--- src/rtl/mac_inv_div.sv ---
// Recovers b = (y - c) / a from a MAC result by restoring division, one quotient bit per clk.
// Result after OUT_WIDTH+1 edges (error cases after one); holds q/r/flags until out_ready.
module mac_inv_div #(
   parameter int DATA_WIDTH = 4,
   parameter int OUT_WIDTH  = 8
) (
   input  logic                  clk,
   input  logic                  reset,
   input  logic                  in_valid,
   output logic                  in_ready,
   input  logic [OUT_WIDTH-1:0]  y,
   input  logic [DATA_WIDTH-1:0] a,
   input  logic [DATA_WIDTH-1:0] c,
   output logic                  out_valid,
   input  logic                  out_ready,
   output logic [OUT_WIDTH-1:0]  q,
   output logic [DATA_WIDTH-1:0] r,
   output logic                  div_zero,
   output logic                  underflow,
   output logic                  inexact
);

   localparam int CW = (OUT_WIDTH > 1) ? $clog2(OUT_WIDTH) : 1;

   typedef enum logic [1:0] {IDLE, DIV, DONE} state_t;

   state_t                state, state_nxt;
   logic [CW-1:0]         count, count_nxt;
   logic [OUT_WIDTH-1:0]  dividend, dividend_nxt;
   logic [DATA_WIDTH-1:0] divisor, divisor_nxt;
   logic [DATA_WIDTH:0]   partial, partial_nxt;
   logic [OUT_WIDTH-1:0]  q_nxt;
   logic [DATA_WIDTH-1:0] r_nxt;
   logic                  div_zero_nxt, underflow_nxt, inexact_nxt;

   logic [OUT_WIDTH:0]    diff;
   logic [DATA_WIDTH:0]   trial;
   logic                  fits;
   logic [DATA_WIDTH:0]   rem_step;
   logic [OUT_WIDTH-1:0]  shift_step;

   // diff[OUT_WIDTH] is the borrow of y - c, i.e. y < c
   assign diff = {1'b0, y} - {{(OUT_WIDTH + 1 - DATA_WIDTH){1'b0}}, c};

   assign trial      = {partial[DATA_WIDTH-1:0], dividend[OUT_WIDTH-1]};
   assign fits       = partial[DATA_WIDTH] | (trial >= {1'b0, divisor});
   assign rem_step   = fits ? (trial - {1'b0, divisor}) : trial;
   // quotient bits enter the dividend register as its bits leave, so it ends up holding q
   assign shift_step = {dividend[OUT_WIDTH-2:0], fits};

   assign in_ready  = (state == IDLE);
   assign out_valid = (state == DONE);

   always_comb begin
      state_nxt     = state;
      count_nxt     = count;
      dividend_nxt  = dividend;
      divisor_nxt   = divisor;
      partial_nxt   = partial;
      q_nxt         = q;
      r_nxt         = r;
      div_zero_nxt  = div_zero;
      underflow_nxt = underflow;
      inexact_nxt   = inexact;
      case (state)
         IDLE: begin
            if (in_valid) begin
               dividend_nxt = diff[OUT_WIDTH-1:0];
               divisor_nxt  = a;
               if ((a == '0) || diff[OUT_WIDTH]) begin
                  state_nxt     = DONE;
                  div_zero_nxt  = (a == '0);
                  underflow_nxt = diff[OUT_WIDTH];
                  inexact_nxt   = 1'b0;
                  q_nxt         = '0;
                  r_nxt         = '0;
               end else begin
                  state_nxt     = DIV;
                  count_nxt     = CW'(OUT_WIDTH - 1);
                  partial_nxt   = '0;
                  div_zero_nxt  = 1'b0;
                  underflow_nxt = 1'b0;
                  inexact_nxt   = 1'b0;
               end
            end
         end
         DIV: begin
            dividend_nxt = shift_step;
            partial_nxt  = rem_step;
            if (count == '0) begin
               state_nxt   = DONE;
               q_nxt       = shift_step;
               r_nxt       = rem_step[DATA_WIDTH-1:0];
               inexact_nxt = |rem_step[DATA_WIDTH-1:0];
            end else begin
               count_nxt = count - CW'(1);
            end
         end
         DONE: begin
            if (out_ready) state_nxt = IDLE;
         end
         default: state_nxt = IDLE;
      endcase
   end

   always_ff @(posedge clk) begin
      if (reset) begin
         state     <= IDLE;
         count     <= '0;
         dividend  <= '0;
         divisor   <= '0;
         partial   <= '0;
         q         <= '0;
         r         <= '0;
         div_zero  <= 1'b0;
         underflow <= 1'b0;
         inexact   <= 1'b0;
      end else begin
         state     <= state_nxt;
         count     <= count_nxt;
         dividend  <= dividend_nxt;
         divisor   <= divisor_nxt;
         partial   <= partial_nxt;
         q         <= q_nxt;
         r         <= r_nxt;
         div_zero  <= div_zero_nxt;
         underflow <= underflow_nxt;
         inexact   <= inexact_nxt;
      end
   end

endmodule
--- config.mk ---
export PLATFORM = sky130hd
export DESIGN_NAME = mac_inv_div
export DESIGN_NICKNAME = d
export VERILOG_FILES = /design/src/rtl/mac_inv_div.sv
export SDC_FILE = /design/constraint.sdc
export NUM_CORES = 1
export LEC_CHECK = 0
export CORE_MARGIN = 4
export CORE_UTILIZATION = 50
export DETAILED_ROUTE_END_ITERATION = 10
export PLACE_DENSITY = 0.74
export SYNTH_ARGS = -nofsm -noshare
export SYNTH_HDL_FRONTEND = slang
export SYNTH_SLANG_ARGS = --single-unit
--- constraint.sdc ---
create_clock -name clk -period 2.55 [get_ports clk]
set_input_delay 0.51 -clock clk [delete_from_list [all_inputs] [get_ports clk]]
set_output_delay 0.51 -clock clk [all_outputs]
set_load 0.01 [all_outputs]
# After elaboration in Yosys (flattened, before gate mapping)
# Cells that the tools add are included.
# word_totals
regBits	37
inputBits	20
word_cells	64
# op_classes
muxes	28
n_bitwise	1
n_reduce_logical	13
n_lt_le_gt_ge	1
n_eq_ne	8
addsub	3
# ops
op	n
$mux 8	4
$pmux 8 s2	2
$mux 5	3
$mux 4	3
$pmux 5 s2	1
$mux 3	3
$reduce_and 3->1	3
$sub 8x4->9	1
$mux 2	4
$ne 2x2->1 const B	4
$pmux 4 s2	1
$reduce_and 4->1	2
$pmux 2 s3	1
$pmux 3 s2	1
$ge 5x4->1	1
$sub 5x4->5	1
$logic_not 4->1	1
$mux 1	4
$ne 2x1->1 const B	2
$reduce_and 2->1	2
$reduce_or 4->1	1
$logic_not 3->1	1
$sub 3x1->3 const B	1
$eq 2x1->1 const B	1
6 further kinds	6

# Longest topological paths before layout
# logic_depth
ltp_word	6
depth_mapped	9
mapped_depth_nobuf	9

# Least setup slack after synthesis
# Ideal clock, no wire load.
# synth_path
path_kind	input port to flip-flop
start	in y[0]
end	reg q[0]
slack_ns	0.341
t_required_ns	2.458
stages	8
arrival_time_ns	2.116
setup_time_ns	0.092
n_path_buf	0
path_cell_list	inv_1 > ha_1 > fa_1 > nor2b_1 > o21ai_0 > a211oi_2 > nor2_1 > o32ai_1
# synth_via
elab_chain_cells	4
# synth_lines
element	line	source
from (decl)	11	input logic [OUT_WIDTH-1:0] y,
$sub 8x4->9	43	assign diff = {1'b0, y} - {{(OUT_WIDTH + 1 - DATA_WIDTH){1'b0}}, c};
$logic_or 1x1->1	70	if ((a == '0) || diff[OUT_WIDTH]) begin
$ne 2x1->1 (no source line)	--	
$reduce_and 4->1 (no source line)	--	
to (signal assigned)	124	q <= q_nxt;
to (decl)	16	output logic [OUT_WIDTH-1:0] q,
# No other way between the ends.
# A chain may end at the register's enable or synchronous reset.

# Worst setup path after layout
# layout_path
start	in c[2]
end	reg dividend[4]
# layout_via
elab_chain_cells	3
# layout_lines
element	line	source
from (decl)	13	input logic [DATA_WIDTH-1:0] c,
$sub 8x4->9	43	
$mux 8	67	if (in_valid) begin
$pmux 8 s2	65	case (state)
to (signal assigned)	121	dividend <= dividend_nxt;
to (decl)	29	logic [OUT_WIDTH-1:0] dividend, dividend_nxt;
# No other way between the ends. The select of a mux whose other input is x is not followed.

==> summary.txt <==
Power and ir drop
  – Pwr dens: between 600 and 700 nW/µm²
  – Leakage: 0.00103 µW
  – Peak supply drop: between 0.3 and 0.4 mV

Timing
  – Max Slew Vio Count: 0
  – Worst slew pin tran: 0.417 ns
  – Setup Skew: 0.00642 ns
  – Final worst setup slack: approximately 0.17 ns
  – Fmax: ~420 MHz
  – Minimum clock period: between 2 and 2.5 ns
  – Final setup vio count: 0
  – Unrepaired setup endpoints after global routing: no
  – Period utilization: 0.932
  – Setup TNS: 0 ns
  – Slew headroom: 0.722
  – Fin. Hold Viols: 0

Route
  – Via count: 1892
  – Vias per cell: 5.56
  – Iteration count of the initial detailed-routing pass: 4
  – Initial DRC count: 95
  – Antenna-violating nets left: 0
  – Detailed-route wire length per cell: around 13 µm
  – DRC: 0
  – Total Wirelength: about 4500 µm

Clock network
  – # hold bufs at CTS: 0
  – CTS H-tree depth: 2
  – Max clock buf depth: 2
  – Clock-pin transition on the worst setup and hold timing paths: 0.07 ns
  – Post-CTS Setup Bufs: 0
  – Worst-Skew Late Latency: around 0.28 ns
  – Clk sinks: 37
  – CTS tree: built
  – CTS resizes: 0
  – Root Driver: clkbuf_8
  – CTS Buf Count: 5

Global routing
  – Largest net degree at the start of global routing: 15
  – First-pass GRT wire length: 7860 µm
  – Final global-route overflow total: 0
  – Initial antenna violation count: 0
  – Vias in the first global route: 1784
  – Total GRT Usage: 0.188

Synth
  – Synthesized cell area: 2000 µm²
  – Mux cell area share after synthesis: 0.0319
  – Synth area leaders: dfxtp_1, ha_1, a21oi_1
  – Main combinational cell family by area after synthesis: compound AO/OA/AOI/OAI gates
  – Ys flop type: dfxtp_1
  – Post-Synth XOR/XNOR Area: 0.0219
  – Syn avg cell area: 8.38 µm²
  – Flops & latches, synth: 37
  – Syn. warnings: 0
  – Mapped Nets: 271
  – Compound-Gate Fraction of Synth Area: 0.239
  – Register area share after synthesis: 0.370
  – Share of the synthesized area in the top cell type: 0.370
  – Adder-cell share of the synthesized area: 0.0824
  – Simple logic cell fraction of the synthesized area: 0.201
  – Synthesized instance count: 239
  – Synth unique cells: 49
  – Post-synthesis async set-or-reset flop share: 0
  – Synth area leader: dfxtp_1
  – EDFF count, synth: 0

Setup path
  – Crit path buf inv count: 3
  – Kind of end point of the critical path: flop
  – Critical-path top delay cell: clkdlybuf4s50_1
  – Delay of the slowest critical-path stage: 0.45 ns
  – Crit path max fanout: 4
  – Worst path cell trace: clkdlybuf4s50_1, inv_1, ha_1, nor2b_1, buf_4, o21a_1, or3_2, a311o_1, o21ai_0
  – Crit path DAT: 2.59 ns
  – WP data required: 2.76 ns
  – Startpoint types: primary input
  – Kind of critical path: in2reg
  – CP top delay family: buffers and inverters

Cells and area
  – Area of the multi-input gates: 1160 µm²
  – Final #Nets: 324
  – Leading cell type in the layout, fill and taps excluded: dfxtp_1
  – Diode count: 0
  – Share of cells above drive strength 1: 0.134
  – FF+latch area: ~740 µm²
  – Fillers: 330
  – Layout area overhead: 30.9%
  – Commonest cells after routing, fill and taps aside: dfxtp_1, clkdlybuf4s50_1, nand2_1, a21oi_1, inv_1

Die
  – Die Ht: 71.3 µm
  – Die width: about 70 µm
  – # IOs: 37
  – Starting Density: 0.531
  – Rows: 22
  – Core area: 3770 µm²
  – Die ar.: 5080 µm²

Flow run
  – Max-Cap Viols: 0

Place
  – Dpl ws: -0.166 ns
  – I/O Buffers: 36
  – HPWL reported at the end of detailed placement: between 3000 and 4000 µm
  – GPL Wtd Cong: 0.894

Outcome
  – Outcome: complete, no violations

Min path
  – Class of the worst hold path: reg2reg
report_power, final:
part           total [µW]  leakage, µW  internal (µW)  switching (µW)
sequential            674     0.000302            631            43.8
combinational         531     0.000680            256             275
clock                 417    0.0000433            214             203
total                1620      0.00103           1100             522
metal layers:
layer | GRT usage | share of wire | wire length [µm] | vias up
met5 | 0 | 0 | 0 | -
met4 | 0.0668 | 0.0049 | 22 | 0
met3 | 0.0365 | 0.035 | 158 | 4
met2 | 0.304 | 0.50 | 2220 | 34
met1 | 0.251 | 0.46 | 2050 | 886
li1 | - | - | - | 968
cell type report:
cell class	count	share of cell area
Tap cell	48	0.0229
Multi-Input combinational cell	174	0.444
Clock inverter	1	0.00286
Inverter	21	0.0301
Sequential cell	37	0.283
Timing Repair Buffer	53	0.186
Clock buffer	6	0.0315
synthesized netlist by cell type (all sizes together), types with 4 or more instances:
| cell type | number |
|---|---|
| dfxtp | 37 |
| a21oi | 24 |
| nand2 | 23 |
| inv | 20 |
| nor2 | 17 |
| o21ai | 16 |
| ha | 10 |
| nand4 | 8 |
| nor3 | 7 |
| nand3 | 5 |
| nor2b | 5 |
| o32ai | 5 |
| a211oi | 4 |
| clkbuf | 4 |
stage by stage:
stage	instances	hold slack [ns]	cell area [µm²]	utilization	total power [µW]
detailed placement	333	0.447	2520	0.669	1210
global placement	333	0.445	2520	0.669	1210
floorplan	239	0.436	2000	-	1030
global route	340	0.484	2620	0.695	1720
CTS	340	0.457	2610	0.692	1630
finish	340	0.456	2620	0.695	1620
kinds of logic after synthesis:
group                    Yosys count
AND/OR/NAND/NOR                   81
flip-flops                        37
adder cells (fa/ha/maj)           12
AO/OA/AOI/OAI                     70
XOR/XNOR                           5
multiplexers                       6
buffers and inverters             28
final timing paths:
check                  start     endpoint  slack, ns  cells past startpoint
setup reg to reg  divisor[2]   partial[2]       0.43                      7
hold / removal    divisor[3]   divisor[3]       0.46                      2
hold reg to reg   divisor[3]   divisor[3]       0.46                      2
setup / recovery        c[2]  dividend[4]       0.17                      9
state kept, by name, summed over array words and instances (netlist names):
register	flops
dividend	8
q	8
partial	5
divisor	4
r	4
count	3
state	2
div_zero	1
inexact	1
underflow	1
worst reg2reg max path, stage by stage (launching register included):
cell	delay, ns
dfxtp_1	0.33
inv_1	0.04
ha_1	0.38
a21oi_1	0.15
o21ai_1	0.13
a21oi_2	0.36
mux2i_1	0.32
a2bb2o_1	0.30
(Power assumes the default switching activity.)
